### src/rtl/lz_mult_ctrl.sv
// Sequencer for the leading-zero-stripping approximate multiplier: normalises A then B, captures them, runs the multiplier.
// Optional build macro LZ_MULT_CTRL_ZERO_BYPASS_EN: a zero operand ends the operation early and raises zero in DONE.
module lz_mult_ctrl #(
    parameter int N         = 16,
    parameter int M         = 3,
    parameter int MAX_SHIFT = 15
) (
    input  logic       clk,
    input  logic       rst,
    input  logic       start,
    input  logic       op_msb,
    input  logic       mult_done,
    output logic       ld_op,
    output logic       sel_op,
    output logic       shift_en,
    output logic [M:0] cnt,
    output logic       en_a,
    output logic       en_b,
    output logic       mult_start,
    output logic       busy,
    output logic       done,
    output logic       zero
);

    if (MAX_SHIFT > N - 1 || MAX_SHIFT > (1 << (M + 1)) - 1) begin : g_param_check
        $error("lz_mult_ctrl: MAX_SHIFT exceeds shifter width or count range");
    end

    localparam logic [M:0] CNT_MAX = (M + 1)'(MAX_SHIFT);

    typedef enum logic [3:0] {
        S_IDLE, S_LOAD_A, S_NORM_A, S_STORE_A,
        S_LOAD_B, S_NORM_B, S_STORE_B, S_MULT, S_WAIT, S_DONE
    } state_t;

    state_t     state, state_nxt;
    logic [M:0] cnt_nxt;

`ifdef LZ_MULT_CTRL_ZERO_BYPASS_EN
    logic zero_op, zero_op_nxt;

    always_ff @(posedge clk or negedge rst) begin
        if (!rst) zero_op <= 1'b0;
        else      zero_op <= zero_op_nxt;
    end
`endif

    always_ff @(posedge clk or negedge rst) begin
        if (!rst) begin
            state <= S_IDLE;
            cnt   <= '0;
        end else begin
            state <= state_nxt;
            cnt   <= cnt_nxt;
        end
    end

    always_comb begin
        state_nxt  = state;
        cnt_nxt    = cnt;
        ld_op      = 1'b0;
        sel_op     = 1'b0;
        shift_en   = 1'b0;
        en_a       = 1'b0;
        en_b       = 1'b0;
        mult_start = 1'b0;
        done       = 1'b0;
        zero       = 1'b0;
        busy       = (state != S_IDLE);
`ifdef LZ_MULT_CTRL_ZERO_BYPASS_EN
        zero_op_nxt = zero_op;
`endif
        case (state)
            S_IDLE: if (start) state_nxt = S_LOAD_A;
            S_LOAD_A, S_LOAD_B: begin
                ld_op     = 1'b1;
                sel_op    = (state == S_LOAD_B);
                cnt_nxt   = '0;
                state_nxt = (state == S_LOAD_A) ? S_NORM_A : S_NORM_B;
`ifdef LZ_MULT_CTRL_ZERO_BYPASS_EN
                if (state == S_LOAD_A) zero_op_nxt = 1'b0;
`endif
            end
            // shift_en is gated by op_msb so the exit cycle never disturbs the normalised value
            S_NORM_A, S_NORM_B: begin
                sel_op = (state == S_NORM_B);
                if (!op_msb && cnt < CNT_MAX) begin
                    shift_en = 1'b1;
                    cnt_nxt  = cnt + 1'b1;
                end else begin
                    state_nxt = (state == S_NORM_A) ? S_STORE_A : S_STORE_B;
`ifdef LZ_MULT_CTRL_ZERO_BYPASS_EN
                    zero_op_nxt = !op_msb;
`endif
                end
            end
            S_STORE_A: begin
                en_a      = 1'b1;
                state_nxt = S_LOAD_B;
`ifdef LZ_MULT_CTRL_ZERO_BYPASS_EN
                if (zero_op) state_nxt = S_DONE;
`endif
            end
            S_STORE_B: begin
                en_b      = 1'b1;
                sel_op    = 1'b1;
                state_nxt = S_MULT;
`ifdef LZ_MULT_CTRL_ZERO_BYPASS_EN
                if (zero_op) state_nxt = S_DONE;
`endif
            end
            S_MULT: begin
                mult_start = 1'b1;
                state_nxt  = S_WAIT;
            end
            S_WAIT: if (mult_done) state_nxt = S_DONE;
            S_DONE: begin
                done      = 1'b1;
                state_nxt = S_IDLE;
`ifdef LZ_MULT_CTRL_ZERO_BYPASS_EN
                zero = zero_op;
`endif
            end
            default: state_nxt = S_IDLE;
        endcase
    end

endmodule
### config.mk
export PLATFORM = sky130hd
export DESIGN_NAME = lz_mult_ctrl
export DESIGN_NICKNAME = d
export VERILOG_FILES = /design/src/rtl/lz_mult_ctrl.sv
export SDC_FILE = /design/constraint.sdc
export NUM_CORES = 1
export LEC_CHECK = 0
export CORE_UTILIZATION = 35
export CTS_CLUSTER_DIAMETER = 80
export DETAILED_ROUTE_END_ITERATION = 6
export HOLD_SLACK_MARGIN = 0.06
export PLACE_DENSITY = 0.66
export SKIP_LAST_GASP = 1
export SYNTH_ARGS = -nofsm -noshare
export SYNTH_HDL_FRONTEND = slang
export SYNTH_SLANG_ARGS = --single-unit
### constraint.sdc
create_clock -name clk -period 2 [get_ports clk]
set_input_delay 0.3 -clock clk [delete_from_list [all_inputs] [get_ports clk]]
set_output_delay 0.3 -clock clk [all_outputs]
set_load 0.1 [all_outputs]
==> results of run 1 <==
-- per-layer routing --
metal  track usage (%)  vias to the layer above  wire length (microns)  part of all wire, %
li1                  -                      254                      -                    -
met1              19.7                      221                    554                   47
met2              21.9                       15                    545                   46
met3              3.88                        2                     59                  5.0
met4              7.74                        0                     19                  1.6
met5                 0                        -                      0                    0
-- logic make-up after synthesis --
family / count (synthesis)
adders and majority gates: 1
other: 1
and+or+nand+nor: 26
muxes: 4
DFF: 8
xor gates and xnor gates: 2
AOI/OAI and AO/OA: 14
buffers and inverters: 7
-- cell usage after synthesis (2+ instances only) --
library cell and n:
nor2_1 7, nor3_1 4, inv_1 2, nand2_1 8, mux2i_1 3, buf_4 3
o21ai_0 2, xor2_1 2, nand2b_1 2, a21oi_1 4, o31ai_1 2, dfrtp_1 8
-- critical path, stage by stage, from the launching register on --
cell,delay [ns]
dfrtp_2,0.51
nor4b_4,0.29
a31oi_2,0.11
nor2_4,0.21
buf_12,0.19
-- worst max-delay path by stage --
stage	endpoint	cells after the start
after floorplan	en_a	2
after global placement	shift_en	4
after detailed placement	cnt[3]$_DFFE_PN0P_	4
after CTS	shift_en	4
after global routing	shift_en	4
final	shift_en	4
-- final cells by class --
| class | count | share of cell area, % |
|---|---|---|
| inverter | 2 | 0.885 |
| sequential | 8 | 24.3 |
| timing repair buffer | 18 | 28.9 |
| multi-input combinational | 48 | 40.9 |
| clock buffer | 3 | 2.65 |
| tap | 16 | 2.36 |
-- cells in the final DEF (no fill, tap or decap), types with 2 or more instances in the layout --
master           instances
mux2i_1                  3
nand2_1                  8
buf_4                    6
xor2_1                   2
nand2b_1                 2
a21oi_1                  3
o31ai_1                  2
clkdlybuf4s50_1          4
dfrtp_2                  5
clkbuf_4                 3
nor2_2                   2
o21ai_0                  2
inv_1                    2
buf_12                   8
nor2_1                   4
nor3_1                   2
dfrtp_1                  3
-- registers in the layout, indices dropped and copies added (netlist names) --
| register | count |
|---|---|
| state | 4 |
| cnt | 4 |
-- stage by stage --
stage,setup slack (ns),setup TNS (ns)
finish,0.117,0
global route,0.0583,0
CTS,0.0142,0
detailed placement,0.273,0
global placement,0.309,0
floorplan,-0.142,-0.142
-- what timing repair did --
action / 4_1_cts / 5_1_grt
hold endpoints to repair: 0 / 0
endpoints found under the setup margin: 0 / 1
gates resized for setup: 0 / 1
==> summary.md, run 1 <==
| Metric | Value |
|---|---|
| Final hold vios | 0 |
| Seq. cell area | 206 sq um |
| RR Endpoint | cnt[3]$_DFFE_PN0P_ |
| Ys Warns | 0 |
| Worst r2r path cells | 4 |
| Die Area | 1760 sq um |
| DP HPWL | 917 microns |
| WP data arrival | 1.58 ns |
| #FFs+latches synth | 8 |
| CP endpoint kind | primary output |
| WL/cell | 12.4 microns |
| Top FF cell, synth | dfrtp_1 |
| Crit Path Class | reg -> out |
| Synth cell types | 28 |
| Vias per inst | 5.18 |
| Status | finished, final reports clean |
| Synth area leaders | dfrtp_1 (36%), mux2i_1 (5.4%), nand2_1 (5.4%) |
| Synthesized area per cell | 8.88 sq um |
| CTS Sinks | 8 |
| Multi-input logic area | 347 sq um |
| Antenna Cells | 0 |
| Initial antenna violation count | 0 |
| Global Route Usage Sum | 14.8% |
| Post-synthesis mux area share | 7.38% |
| Async set-reset flop share out of synthesis | 100% |
| Largest net degree at the start of global routing | 12 |
| Cells after synthesis | 63 |
| Core outline area | 1510 sq um |
| Sequential cell area fraction in the yosys report | 35.8% |
| Largest family of logic cells by synthesized area | simple AND/OR/NAND/NOR gates |
| Worst hold slack | 0.320 ns |
| Filler instances | 136 |
| Placed cell area | 825 sq um |
| Iteration-0 DRC Markers | 3 |
| Max FO, Critical Path | 11 |
| Global-route wire length before repair | 1940 microns |
| Routed wire length | 1180 microns |
| Area delta synth->final | 51.7% |
| Placed cell count | 92 |
| Simple-Gate Fraction of Synth Area | 25.1% |
| CTS tree | yes |
| Final Setup Violations | 0 |
| R2r setup slk | 0.34 ns |
| Postcts setup bufs | 0 |
| Tmin final | 1.88 ns |
| Critical Path Start | state[2]$_DFFE_PN0P_ |
| Post-Synth XOR/XNOR Area | 3.13% |
| Crit start category | register |
| Synth Area in Compound Gates | 17.7% |
| Fmax | 531 MHz |
| DRT Pass-1 Iters | 4 |
| Util after Layout | 56.3% |
| DRT antenna net count | 0 |
| Worst Clk Skew | 0.0128 ns |
| Clk buf depth | 2 |
| Share of layout cells above drive strength 1 | 41.8% |
| Starting Density | 37.1% |
| Synthesized-area fraction occupied by adder cells | 2.24% |
| # port buffers | 16 |
| Cts hold-fix bufs | 0 |
| Cell Area, Synth | 559 sq um |
| CTS buffer count | 3 |
| Area leader, netlist | dfrtp_1 |
| Vias in the first global route | 454 |
| Nets@finish | 87 |
| Max_cap viols | 0 |
| CP required | 1.70 ns |
| Fin cells | 95 |
| Share of Yosys cell area claimed by the top area cell type | 35.8% |
| Residual DRC | 0 |
| Die W | 42.0 microns |
| Total via count after detailed routing | 492 |
| FF-to-FF Start | state[2]$_DFFE_PN0P_ |
| HP Class | in -> async |
| # IOs | 18 |
| Post-synth net total | 69 |
| Root Driver | clkbuf_4 |
| Grt ovf | 0 |
| Period utilization | 94.2% |
| Depth of the CTS H-tree | 1 |
| Number of enable flip-flop cells after synthesis | 0 |
| Source-to-sink clock delay at the later pin of the worst-skew pair | 0.26 ns |
| Die H | 42.0 microns |
| RSZ-0062 raised after global routing | false |
| Pins over their slew limit | 0 |
| Row count | 14 |
| Clock slew at reported path FFs | 0.06 ns |
| Final instance area | 848 sq um |
| Placer Congestion | 0.711 |
Power of run 1 is left out: the tool's default activity adds up to more than one toggle a clock period on the data nets, which glitch-free logic cannot reach.
==> inputs of run 2 (changes only) <==
Settings changed: ABC_CLOCK_PERIOD_IN_PS set to 2000, SLEW_MARGIN set to 20.
==> results of run 2 <==
Same layout as run 1: the final DEF is identical, and so are final timing and power.
Power of run 2 is left out for the same reason.
==> inputs of run 3 (changes only) <==
Settings changed: ABC_CLOCK_PERIOD_IN_PS 2000 to 1550, PLACE_DENSITY 0.66 to 0.69.
Clock period 2 ns to 1.55 ns, I/O delays scaled along.
==> run 3 against run 2 <==
- the flow now finishes with violations (negative setup slack)
- first-iteration DRC count rose to 4.7 times the previous value
- final area up 49%
- setup slack worse by 0.28 ns
- die area unchanged
- sequential cell count unchanged
- critical path depth unchanged
- non-clock buffer count up 27
- largest cell class is now non-clock buffers
- worst hold slack worse by 0.072 ns
- wire length up 71%
==> summary.md, run 3 (same netlist as run 1, synthesis figures left out) <==
| Metric | Value |
|---|---|
| WL/cell | 16.5 microns (+33%) |
| Placed cell area | 1030 sq um (+25%) |
| Starting Density | 37.1% (unchanged) |
| Clk buf depth | 2 (unchanged) |
| CTS Sinks | 8 (unchanged) |
| FF-to-FF Start | state[3]$_DFFE_PN0P_ |
| Fmax | 585 MHz |
| Crit start category | register |
| CP endpoint kind | primary output |
| Depth of the CTS H-tree | 1 (unchanged) |
| Grt ovf | 0 (unchanged) |
| Global-route wire length before repair | 3080 microns (+59%) |
| Largest net degree at the start of global routing | 9 (-3) |
| Final instance area | 1260 sq um (+49%) |
| R2r setup slk | -0.11 ns (-0.45 ns) |
| Die Area | 1760 sq um (unchanged) |
| RSZ-0062 raised after global routing | true |
| Critical Path Start | state[0]$_DFFE_PN0P_ |
| DRT antenna net count | 0 (unchanged) |
| Total via count after detailed routing | 644 (+31%) |
| Cts hold-fix bufs | 0 (unchanged) |
| Util after Layout | 83.7% (+27 points) |
| Period utilization | 110% |
| HP Class | in -> async |
| Antenna Cells | 0 (unchanged) |
| Max_cap viols | 0 (unchanged) |
| Tmin final | 1.71 ns |
| Root Driver | clkbuf_4 |
| CP required | 1.32 ns (-0.38 ns) |
| Die H | 42.0 microns (unchanged) |
| RR Endpoint | cnt[2]$_DFFE_PN0P_ |
| Global Route Usage Sum | 23.4% (+8.6 points) |
| Most frequent cells in the layout | buf_4 (20), buf_12 (12), buf_6 (9) |
| Max FO, Critical Path | 5 (-6) |
| # IOs | 18 (unchanged) |
| Residual DRC | 0 (unchanged) |
| Row count | 14 (unchanged) |
| Worst Clk Skew | 0.00959 ns (-0.00318 ns) |
| Largest registers | cnt: 4 flops, state: 4 flops |
| Initial antenna violation count | 0 (unchanged) |
| Area delta synth->final | 126% |
| # port buffers | 16 (unchanged) |
| Most common cell after layout, fill and taps aside | buf_4 |
| Vias per inst | 5.28 (+1.9%) |
| CTS buffer count | 3 (unchanged) |
| Final Worst Setup Slack | -0.160 ns (-0.277 ns) |
| WP data arrival | 1.48 ns (-0.10 ns) |
| Share of layout cells above drive strength 1 | 67.9% (+26 points) |
| DRT Pass-1 Iters | 4 (unchanged) |
| Final Setup Violations | 10 (+10) |
| Source-to-sink clock delay at the later pin of the worst-skew pair | 0.27 ns (about the same) |
| Die W | 42.0 microns (unchanged) |
| DP HPWL | 1130 microns (+23%) |
| Routed wire length | 2020 microns (+71%) |
| Placer Congestion | 0.743 (+4.6%) |
| Clock slew at reported path FFs | 0.06 ns (about the same) |
| Vias in the first global route | 671 (+48%) |
| Worst r2r path cells | 7 (+3) |
| Core outline area | 1510 sq um (unchanged) |
| Nets@finish | 114 (+31%) |
| Crit Path Class | reg -> out |
| Status | complete, but fails checks |
| Iteration-0 DRC Markers | 14 (+11) |
| Final hold vios | 0 (unchanged) |
| Pins over their slew limit | 0 (unchanged) |
| Failing checks | negative setup slack |
| CTS tree | yes |
run 3: changes by cell type in the layout (fill, tap and decap cells not counted), sizes merged:
cell	delta
inv	-1
clkinvlp	+1
buf	+27
run 3: worst max-delay path by stage:
| stage | slack (ns) | cells after the start | endpoint |
|---|---|---|---|
| final | -0.16 | 4 | en_b |
| after global routing | -0.21 | 4 | en_b |
| after CTS | -0.14 | 4 | shift_en |
| after detailed placement | 0.01 | 4 | cnt[3]$_DFFE_PN0P_ |
| after global placement | 0.06 | 4 | cnt[3]$_DFFE_PN0P_ |
| after floorplan | -0.35 | 4 | cnt[0]$_DFFE_PN0P_ |
run 3: through the flow:
stage / std cells / TNS, ns / setup slack (ns) / hold WS, ns
after detailed placement: 102 / 0 / 0.0116 / 0.546
after CTS: 118 / -0.451 / -0.145 / 0.268
after global routing: 122 / -1.51 / -0.209 / 0.275
after floorplan: 63 / -1.21 / -0.347 / -0.0631
final: 122 / -0.889 / -0.160 / 0.248
after global placement: 102 / 0 / 0.0584 / 0.548
run 3: routing by layer:
| layer | up-vias | global-route usage, % | wire length (microns) |
|---|---|---|---|
| li1 | 305 | - | - |
| met1 | 318 | 26.9 | 855 |
| met2 | 19 | 39.7 | 1060 |
| met3 | 2 | 8.62 | 82 |
| met4 | 0 | 8.39 | 18 |
| met5 | - | 0 | 0 |
run 3: cell type report:
type                       instances  area (sq um)
clock buffer                       3          22.5
fill                              88           245
inverter                           2          11.3
multi-input combinational         48           463
sequential                         8           213
tap                               16          20.0
timing repair buffer              45           532
run 3: critical path: stages (launching register included):
cell	delay, ns
dfrtp_2	0.45
buf_4	0.17
or2b_1	0.28
nor2_4	0.12
buf_12	0.18
run 3: what timing repair did:
action / in CTS / in global routing
setup endpoints to repair: 9 / 10
buffers inserted: 13 / 5
gates resized for setup: 11 / 7
pin swaps: 6 / 2
Power of run 3 is left out for the same reason.
